### config.mk
export PLATFORM = sky130hd
export DESIGN_NAME = ram_lsu_flat
export DESIGN_NICKNAME = d
export VERILOG_FILES = /design/src/rtl/ram_lsu_pkg.sv /design/src/rtl/ram_lsu_if.sv /design/src/rtl/ram_lsu_ext.sv /design/src/rtl/ram_lsu.sv /design/src/flat_wrapper.sv
export SDC_FILE = /design/constraint.sdc
export NUM_CORES = 1
export LEC_CHECK = 0
export ABC_AREA = 1
export CAP_MARGIN = 10
export CELL_PAD_IN_SITES_DETAIL_PLACEMENT = 2
export CELL_PAD_IN_SITES_GLOBAL_PLACEMENT = 2
export CORE_ASPECT_RATIO = 1.4
export CORE_MARGIN = 2
export CORE_UTILIZATION = 21
export DETAILED_ROUTE_END_ITERATION = 16
export PLACE_DENSITY_LB_ADDON = 0.2
export SLEW_MARGIN = 20
export SYNTH_ARGS = -nofsm -noshare
export SYNTH_HDL_FRONTEND = slang
export SYNTH_SLANG_ARGS = --single-unit
### constraint.sdc
create_clock -name clk -period 1.3 [get_ports clk]
set_clock_uncertainty 0.05 [all_clocks]
set_input_delay 0.39 -clock clk [delete_from_list [all_inputs] [get_ports clk]]
set_output_delay 0.39 -clock clk [all_outputs]
set_load 0.05 [all_outputs]
### src/rtl/ram_lsu_pkg.sv
// Shared RAM types: bus operations, access sizes and LSU sequencing states.
// Also holds the alignment rule used when a request is accepted.
package pkg_ram;

  localparam int RAM_ADDRW     = 16;
  localparam int RAM_LONG_SIZE = 32;

  typedef enum logic [1:0] {
    RAM_NOP   = 2'd0,
    RAM_FETCH = 2'd1,
    RAM_STORE = 2'd2
  } ram_op_t;

  typedef enum logic [1:0] {
    RAM_BYTE = 2'd0,
    RAM_WORD = 2'd1,
    RAM_LONG = 2'd2
  } data_type_t;

  typedef enum logic [1:0] {
    LSU_IDLE  = 2'd0,
    LSU_ISSUE = 2'd1,
    LSU_WAIT  = 2'd2,
    LSU_ERR   = 2'd3
  } lsu_state_t;

  // Words need an even address, longs a multiple of four; bytes go anywhere.
  function automatic logic is_aligned(input data_type_t data_type, input logic [1:0] lsb);
    case (data_type)
      RAM_WORD: return ~lsb[0];
      RAM_LONG: return (lsb == 2'b00);
      default:  return 1'b1;
    endcase
  endfunction

endpackage

### src/rtl/ram_lsu_if.sv
// RAM bus between a host (the LSU) and the SPRAM device.
// The device returns fetch data one cycle after the RAM_FETCH cycle.
interface if_ram;
  import pkg_ram::*;

  ram_op_t                  op;
  logic [RAM_ADDRW-1:0]     addr;
  data_type_t               data_type;
  logic [RAM_LONG_SIZE-1:0] data_in;
  logic [RAM_LONG_SIZE-1:0] data_out;

  modport dev  (input  op, addr, data_type, data_in, output data_out);
  modport host (output op, addr, data_type, data_in, input  data_out);

endinterface

### src/rtl/ram_lsu_ext.sv
// Combinational 32-bit load extender: trims byte/word loads to their size and
// optionally replicates bit 7 or bit 15 into the upper bits.
module long_ext_sign
  import pkg_ram::*;
(
  input  logic [RAM_LONG_SIZE-1:0] data_in,
  input  data_type_t               data_type,
  input  logic                     sign,
  output logic [RAM_LONG_SIZE-1:0] data_out
);

  always_comb begin
    data_out = data_in;
    case (data_type)
      RAM_BYTE: data_out = {{24{sign & data_in[7]}}, data_in[7:0]};
      RAM_WORD: data_out = {{16{sign & data_in[15]}}, data_in[15:0]};
      default:  data_out = data_in;
    endcase
  end

endmodule

### src/rtl/ram_lsu.sv
// Load/store unit: accepts one CPU request at a time, rejects misaligned ones,
// sequences the one-cycle SPRAM read latency and returns a registered response.
module ram_lsu
  import pkg_ram::*;
(
  input  logic                     clk,
  input  logic                     rst,
  input  logic                     req_valid,
  output logic                     req_ready,
  input  logic                     req_store,
  input  data_type_t               req_type,
  input  logic                     req_signed,
  input  logic [RAM_ADDRW-1:0]     req_addr,
  input  logic [RAM_LONG_SIZE-1:0] req_data,
  output logic                     rsp_valid,
  output logic [RAM_LONG_SIZE-1:0] rsp_data,
  output logic                     rsp_err,
  if_ram.host                      ram
);

  lsu_state_t               state;
  lsu_state_t               state_next;
  logic [RAM_ADDRW-1:0]     lat_addr;
  data_type_t               lat_type;
  logic [RAM_LONG_SIZE-1:0] lat_data;
  logic                     lat_store;
  logic                     lat_signed;
  logic [RAM_LONG_SIZE-1:0] ext_data;

  always_ff @(posedge clk) begin
    if (rst) state <= LSU_IDLE;
    else     state <= state_next;
  end

  // Request fields are captured at accept so the CPU only has to hold them for one cycle.
  always_ff @(posedge clk) begin
    if (rst) begin
      lat_addr   <= '0;
      lat_type   <= RAM_LONG;
      lat_data   <= '0;
      lat_store  <= 1'b0;
      lat_signed <= 1'b0;
    end else if (state == LSU_IDLE && req_valid) begin
      lat_addr   <= req_addr;
      lat_type   <= req_type;
      lat_data   <= req_data;
      lat_store  <= req_store;
      lat_signed <= req_signed;
    end
  end

  always_comb begin
    state_next = state;
    case (state)
      LSU_IDLE:
        if (req_valid)
          state_next = is_aligned(req_type, req_addr[1:0]) ? LSU_ISSUE : LSU_ERR;
      LSU_ISSUE: state_next = lat_store ? LSU_IDLE : LSU_WAIT;
      LSU_WAIT:  state_next = LSU_IDLE;
      LSU_ERR:   state_next = LSU_IDLE;
      default:   state_next = LSU_IDLE;
    endcase
  end

  // The op is gated by reset so an ISSUE cycle caught by reset never writes.
  always_comb begin
    req_ready     = (state == LSU_IDLE);
    ram.op        = RAM_NOP;
    if (state == LSU_ISSUE && !rst)
      ram.op = lat_store ? RAM_STORE : RAM_FETCH;
    ram.addr      = lat_addr;
    ram.data_type = lat_type;
    ram.data_in   = lat_data;
  end

  long_ext_sign u_ext (
    .data_in   (ram.data_out),
    .data_type (lat_type),
    .sign      (lat_signed),
    .data_out  (ext_data)
  );

  always_ff @(posedge clk) begin
    if (rst) begin
      rsp_valid <= 1'b0;
      rsp_err   <= 1'b0;
      rsp_data  <= '0;
    end else begin
      rsp_valid <= 1'b0;
      rsp_err   <= 1'b0;
      case (state)
        LSU_ISSUE:
          if (lat_store) begin
            rsp_valid <= 1'b1;
            rsp_data  <= '0;
          end
        LSU_WAIT: begin
          rsp_valid <= 1'b1;
          rsp_data  <= ext_data;
        end
        LSU_ERR: begin
          rsp_valid <= 1'b1;
          rsp_err   <= 1'b1;
          rsp_data  <= '0;
        end
        default: ;
      endcase
    end
  end

endmodule

### src/flat_wrapper.sv
// flat-port wrapper written by rule: the top's interface ports become plain ports
module ram_lsu_flat import pkg_ram::*;
  (clk, rst, req_valid, req_ready, req_store, req_type, req_signed, req_addr, req_data, rsp_valid, rsp_data, rsp_err, ram_op, ram_addr, ram_data_type, ram_data_in, ram_data_out);
  if_ram ram_i ();
  input  logic clk;
  input  logic rst;
  input  logic req_valid;
  output logic req_ready;
  input  logic req_store;
  input  data_type_t req_type;
  input  logic req_signed;
  input  logic [RAM_ADDRW-1:0] req_addr;
  input  logic [RAM_LONG_SIZE-1:0] req_data;
  output logic rsp_valid;
  output logic [RAM_LONG_SIZE-1:0] rsp_data;
  output logic rsp_err;
  output wire logic [$bits(ram_i.op)-1:0] ram_op;
  output wire logic [$bits(ram_i.addr)-1:0] ram_addr;
  output wire logic [$bits(ram_i.data_type)-1:0] ram_data_type;
  output wire logic [$bits(ram_i.data_in)-1:0] ram_data_in;
  input wire logic [$bits(ram_i.data_out)-1:0] ram_data_out;
  assign ram_op = ram_i.op;
  assign ram_addr = ram_i.addr;
  assign ram_data_type = ram_i.data_type;
  assign ram_data_in = ram_i.data_in;
  assign ram_i.data_out = ram_data_out;
  ram_lsu u_core (.clk(clk), .rst(rst), .req_valid(req_valid), .req_ready(req_ready), .req_store(req_store), .req_type(req_type), .req_signed(req_signed), .req_addr(req_addr), .req_data(req_data), .rsp_valid(rsp_valid), .rsp_data(rsp_data), .rsp_err(rsp_err), .ram(ram_i));
endmodule
## Word level (Yosys, flattened, before mapping)

Cells that the tools add are included.

- Equality and inequality tests: 8
- Muxes and demuxes: 15
- Bitwise operators: 3
- Reduce and logical (&&, ||, !) cells: 9

Operator list:

| operator | count |
|---|---|
| $pmux W32 S3 | 1 |
| $pmux W32 S2 | 1 |
| $mux W32 | 1 |
| $mux W2 | 5 |
| $eq A2 B1 Y1 const B | 3 |
| $eq A2 B2 Y1 const B | 3 |
| $logic_not A2 Y1 | 3 |
| $pmux W2 S3 | 1 |
| $mux W1 | 4 |
| $pmux W1 S2 | 2 |
| $reduce_bool A3 Y1 | 1 |
| $and A1 B1 Y1 | 2 |
| $logic_and A1 B1 Y1 | 2 |
| $ne A2 B1 Y1 const B | 1 |
| $ne A2 B2 Y1 const B | 1 |
| $reduce_and A2 Y1 | 1 |
| $reduce_or A2 Y1 | 1 |
| $logic_not A1 Y1 | 1 |
| $not A1 Y1 | 1 |

- Register bits: 88
- Bits of input ports: 87
- Output and inout port bits: 87
- Word-level logic and storage cells: 44

## Logic depth before layout (Yosys ltp)

- Depth after elaboration: 7
- Depth in mapped cells: 7
- Depth with buffers taken out: 6

## Hierarchy

From an unflattened synthesis, not the netlist that was laid out.

- Cells, all modules: 468
- Area, all modules: 3743.6 µm²

Modules (own cells, without submodules):

| module | times used | cells each | area an instance (µm²) | sequential area each (µm²) |
|---|---|---|---|---|
| ram_lsu | 1 | 396 | 3276.9 | 1761.7 |
| long_ext_sign | 1 | 72 | 466.7 | 0.0 |

## Least setup slack after synthesis

No wires, ideal clock.

- Path type: input-to-output
- From: in rst
- To: out ram_op[1]
- Arrival time: 2.120 ns
- Data required time: 0.860 ns
- Slack: -1.260 ns
- Stages on the path: 2
- Path buffers: 1
- Cell sequence: clkbuf_1 > nor4_1

- Cells in the longest elaborated chain, start to end: 3

Ends and longest elaborated chain:

| what | line | text |
|---|---|---|
| start: declaration | flat_wrapper.sv:6 | `input logic rst;` |
| $logic_not A1 Y1 | ram_lsu.sv:69 | `if (state == LSU_ISSUE && !rst)` |
| $logic_and A1 B1 Y1 | ram_lsu.sv:69 |  |
| $mux W2 | ram_lsu.sv:69 |  |
| end: declaration | flat_wrapper.sv:17 | `output wire logic [$bits(ram_i.op)-1:0] ram_op;` |

No other way between the ends.

## Worst setup path after layout

- From: reg u_core.state[1]
- To: out ram_op[1]

- Cells in the longest elaborated chain, start to end: 3

Ends and longest elaborated chain:

| what | line | text |
|---|---|---|
| start: declaration | ram_lsu.sv:21 | `lsu_state_t state;` |
| start signal: assignment | ram_lsu.sv:32 | `else state <= state_next;` |
| $eq A2 B1 Y1 | ram_lsu.sv:69 |  |
| $logic_and A1 B1 Y1 | ram_lsu.sv:69 |  |
| $mux W2 | ram_lsu.sv:69 |  |

No other way between the ends.

==> metrics.log <==
[metrics] clk sink count: 88
[metrics] class of the tightest hold or removal check: input port to flop
[metrics] CP Capture Type: primary output
[metrics] root buffer cell: clkbuf_16
[metrics] Seq cells post-synth: 88
[metrics] Worst Setup Slack, final: -0.384 ns
[metrics] number of I/O pins: between 150 and 200
[metrics] pre-CTS setup slack: -0.394 ns
[metrics] remaining global-route overflow: 0
[metrics] Max Freq: 594 MHz
[metrics] Post-DP HPWL: ~10000 um
[metrics] site row count: 55
[metrics] CTS Buf Count: 9
[metrics] proportion of netlist area held by the largest area contributor: 51.7%
[metrics] number of buffers on the longest clock path: 2
[metrics] cell area after synthesis: 0.00341 sq mm
[metrics] post-synthesis cell type count: 23
[metrics] arrival time at the worst endpoint: ~1.2 ns
[metrics] DIE WIDTH: between 100 and 150 um
[metrics] yosys synthesis warning count: 0
[metrics] most common cell after layout, fill and taps aside: buf_12
[metrics] number of routed nets with antenna violations: 0
[metrics] clock edge transition at the registers on the reported setup and hold paths: about 0.06 ns
[metrics] number of nets in the final layout: roughly 800
[metrics] Worst Reg2Reg Path Length in Cells: 8
[metrics] wire length per cell: around 20 um
[metrics] maximum number of pins on one net before global-route repair: 34
[metrics] Worst EP required: 0.86 ns
[metrics] total routing resource utilization after global routing: 17.4%
[metrics] maximum vdd ir drop: ~0.64 mV
[metrics] fraction of final layout cells with drive strength greater than 1: about 63%
[metrics] Tmin final: 1.68 ns
[metrics] area overhead of the layout relative to synthesis: 153%
[metrics] violations in the final reports: negative setup slack
[metrics] highest-count cells in the layout ignoring fill and taps: buf_12 (104), nor2_1 (103), clkdlybuf4s50_1 (83), buf_4 (55), dfxtp_4 (48)
[metrics] Worst Path Max Fanout: 2
[metrics] Vert. Die Dim: 155 um
[metrics] maximum level of the CTS H-tree: 3
[metrics] Final Hold Viols: 0
[metrics] routed wire length: 18100 um
[metrics] net count after synthesis: about 540
[metrics] status: finished with violations
[metrics] sequential fraction of the synthesis area: 51.7%
[metrics] unrepaired setup endpoints after global routing: true
[metrics] DRC marker count from the first detailed-route iteration: 115
[metrics] port bufs: 173
[metrics] via density per instance: 4.49
[metrics] antenna violations before repair: 0
[metrics] Area contributors post-synth: dfxtp_1 (52%), nor2_1 (15%), nand2_1 (8.4%)
[metrics] # Max-Cap Violations: 0
[metrics] Post-CTS Hold Fix Bufs: 0
[metrics] synthesized area per cell: 7.59 sq um
[metrics] Slew HR: 61.5%
[metrics] starting utilization of the core area: approximately a fifth
[metrics] largest area contributor in the netlist: dfxtp_1
[metrics] area of the core: around 0.016 sq mm
[metrics] clock latency reported for the late side of the worst-skew pair: 0.35 ns
[metrics] Period Utilization, post-route: 130%
[metrics] nature of the critical path startpoint: flop
[metrics] number of global-route vias before repair: 4382
[metrics] number of iterations in the first detailed-routing pass: 4
[metrics] final-report setup violation count: a little under 100
[metrics] CTS tree: yes
[metrics] Final GP Congestion: approximately 0.65
[metrics] transition time at the pin with the least slew margin: 0.578 ns
[metrics] wire length of the first global-routing pass: between 20000 and 25000 um
[metrics] number of vias after detailed routing: 4057
[metrics] antenna diode count: 0
[metrics] power per cell area: 1150 mW/mm^2
[metrics] max-slew violation count: 0
[metrics] count of mapped cells out of synthesis: 449
[metrics] static leakage: 0.00346 uW
[metrics] Post-Route Hold Slack: 0.310 ns
[metrics] start-to-end type of the worst setup path: flop to primary output
[metrics] detailed-route DRC error count: 0
[metrics] Hold Path Depth: 2
[metrics] overall die area: 0.0173 sq mm
## synthesized netlist by cell type (all sizes together)
cell and number:
a21oi 36, buf 19, clkbuf 9, clkinv 1, dfxtp 88, ha 2
inv 11, nand2 81, nand3 4, nor2 135, nor3 1, nor4 1
o211ai 1, o21ai 60
## layout make-up
| cell class | count | area [sq um] |
|---|---|---|
| repair buffers | 264 | 3710 |
| fillers | 1560 | 7410 |
| well taps | 199 | 249 |
| clock inverters | 1 | 30.0 |
| repair inverters | 2 | 25.0 |
| clock buffers | 15 | 299 |
| multi-input cells | 322 | 2240 |
| flip-flops and latches | 88 | 1990 |
| inverters | 12 | 81.3 |
## per-stage QoR
stage / setup TNS (ns) / power (uW) / utilization (%) / instance area (sq um) / instances
detailed placement: -24.67 / 6080 / 40.2 / 6450 / 821
global placement: -20.58 / 6000 / 40.2 / 6450 / 821
floorplan: -1.05 / 4500 / - / 3490 / 449
global route: -21.95 / 10400 / 53.8 / 8630 / 903
finish: -15.57 / 9960 / 53.8 / 8630 / 903
CTS: -12.21 / 9440 / 46.3 / 7420 / 862
## sequential cells by signal, summed over array words and instances, names as in the netlist
signal,cells
u_core.lat_signed,1
u_core.lat_store,1
u_core.ram.addr,16
u_core.ram.data_in,32
u_core.ram.data_type,2
u_core.rsp_data,32
u_core.rsp_err,1
u_core.rsp_valid,1
u_core.state,2
## worst max-delay path: stages, from the launching register on
cell     delay (ns)
dfxtp_4        0.37
nor4_4         0.35
buf_12         0.18
## power by group
part / internal [uW] / leakage (uW) / total, uW / switching [uW]
clock network: 1770 / 0.000161 / 2900 / 1130
registers: 2920 / 0.000770 / 3190 / 272
logic: 1920 / 0.00253 / 3870 / 1950
## path summary, 6_finish.rpt
check                                   startpoint                     to  slack (ns)
worst max-delay path               u_core.state[1]              ram_op[1]       -0.38
worst min-delay path                           rst        u_core.state[0]        0.31
worst max register to register     u_core.state[1]  u_core.ram.data_in[0]       -0.26
worst min register to register  u_core.rsp_data[8]     u_core.rsp_data[8]        0.44
## cell families (layout without fill, tap and decap cells)
logic type	Yosys count	in the layout	synth area share [%]
and+or+nand+nor	222	223	26.0
AOI/OAI and AO/OA	97	97	14.3
DFF	88	88	51.7
buffers and inverters	40	294	7.20
adders and majority gates	2	2	0.734
## metal layers
metal  track usage, %  share of wire [%]
met1             17.3                 35
met2             34.3                 59
met3             4.94                4.5
met4             5.47                1.5
met5                0                  0
## repair_timing
item                       in CTS  in global routing
setup endpoints to repair     118                167
pin swaps                      23                 55
setup buffers                  21                 37
gates cloned                    4                 11
resized for setup             149                227
Power figures use the tool's default switching activity.
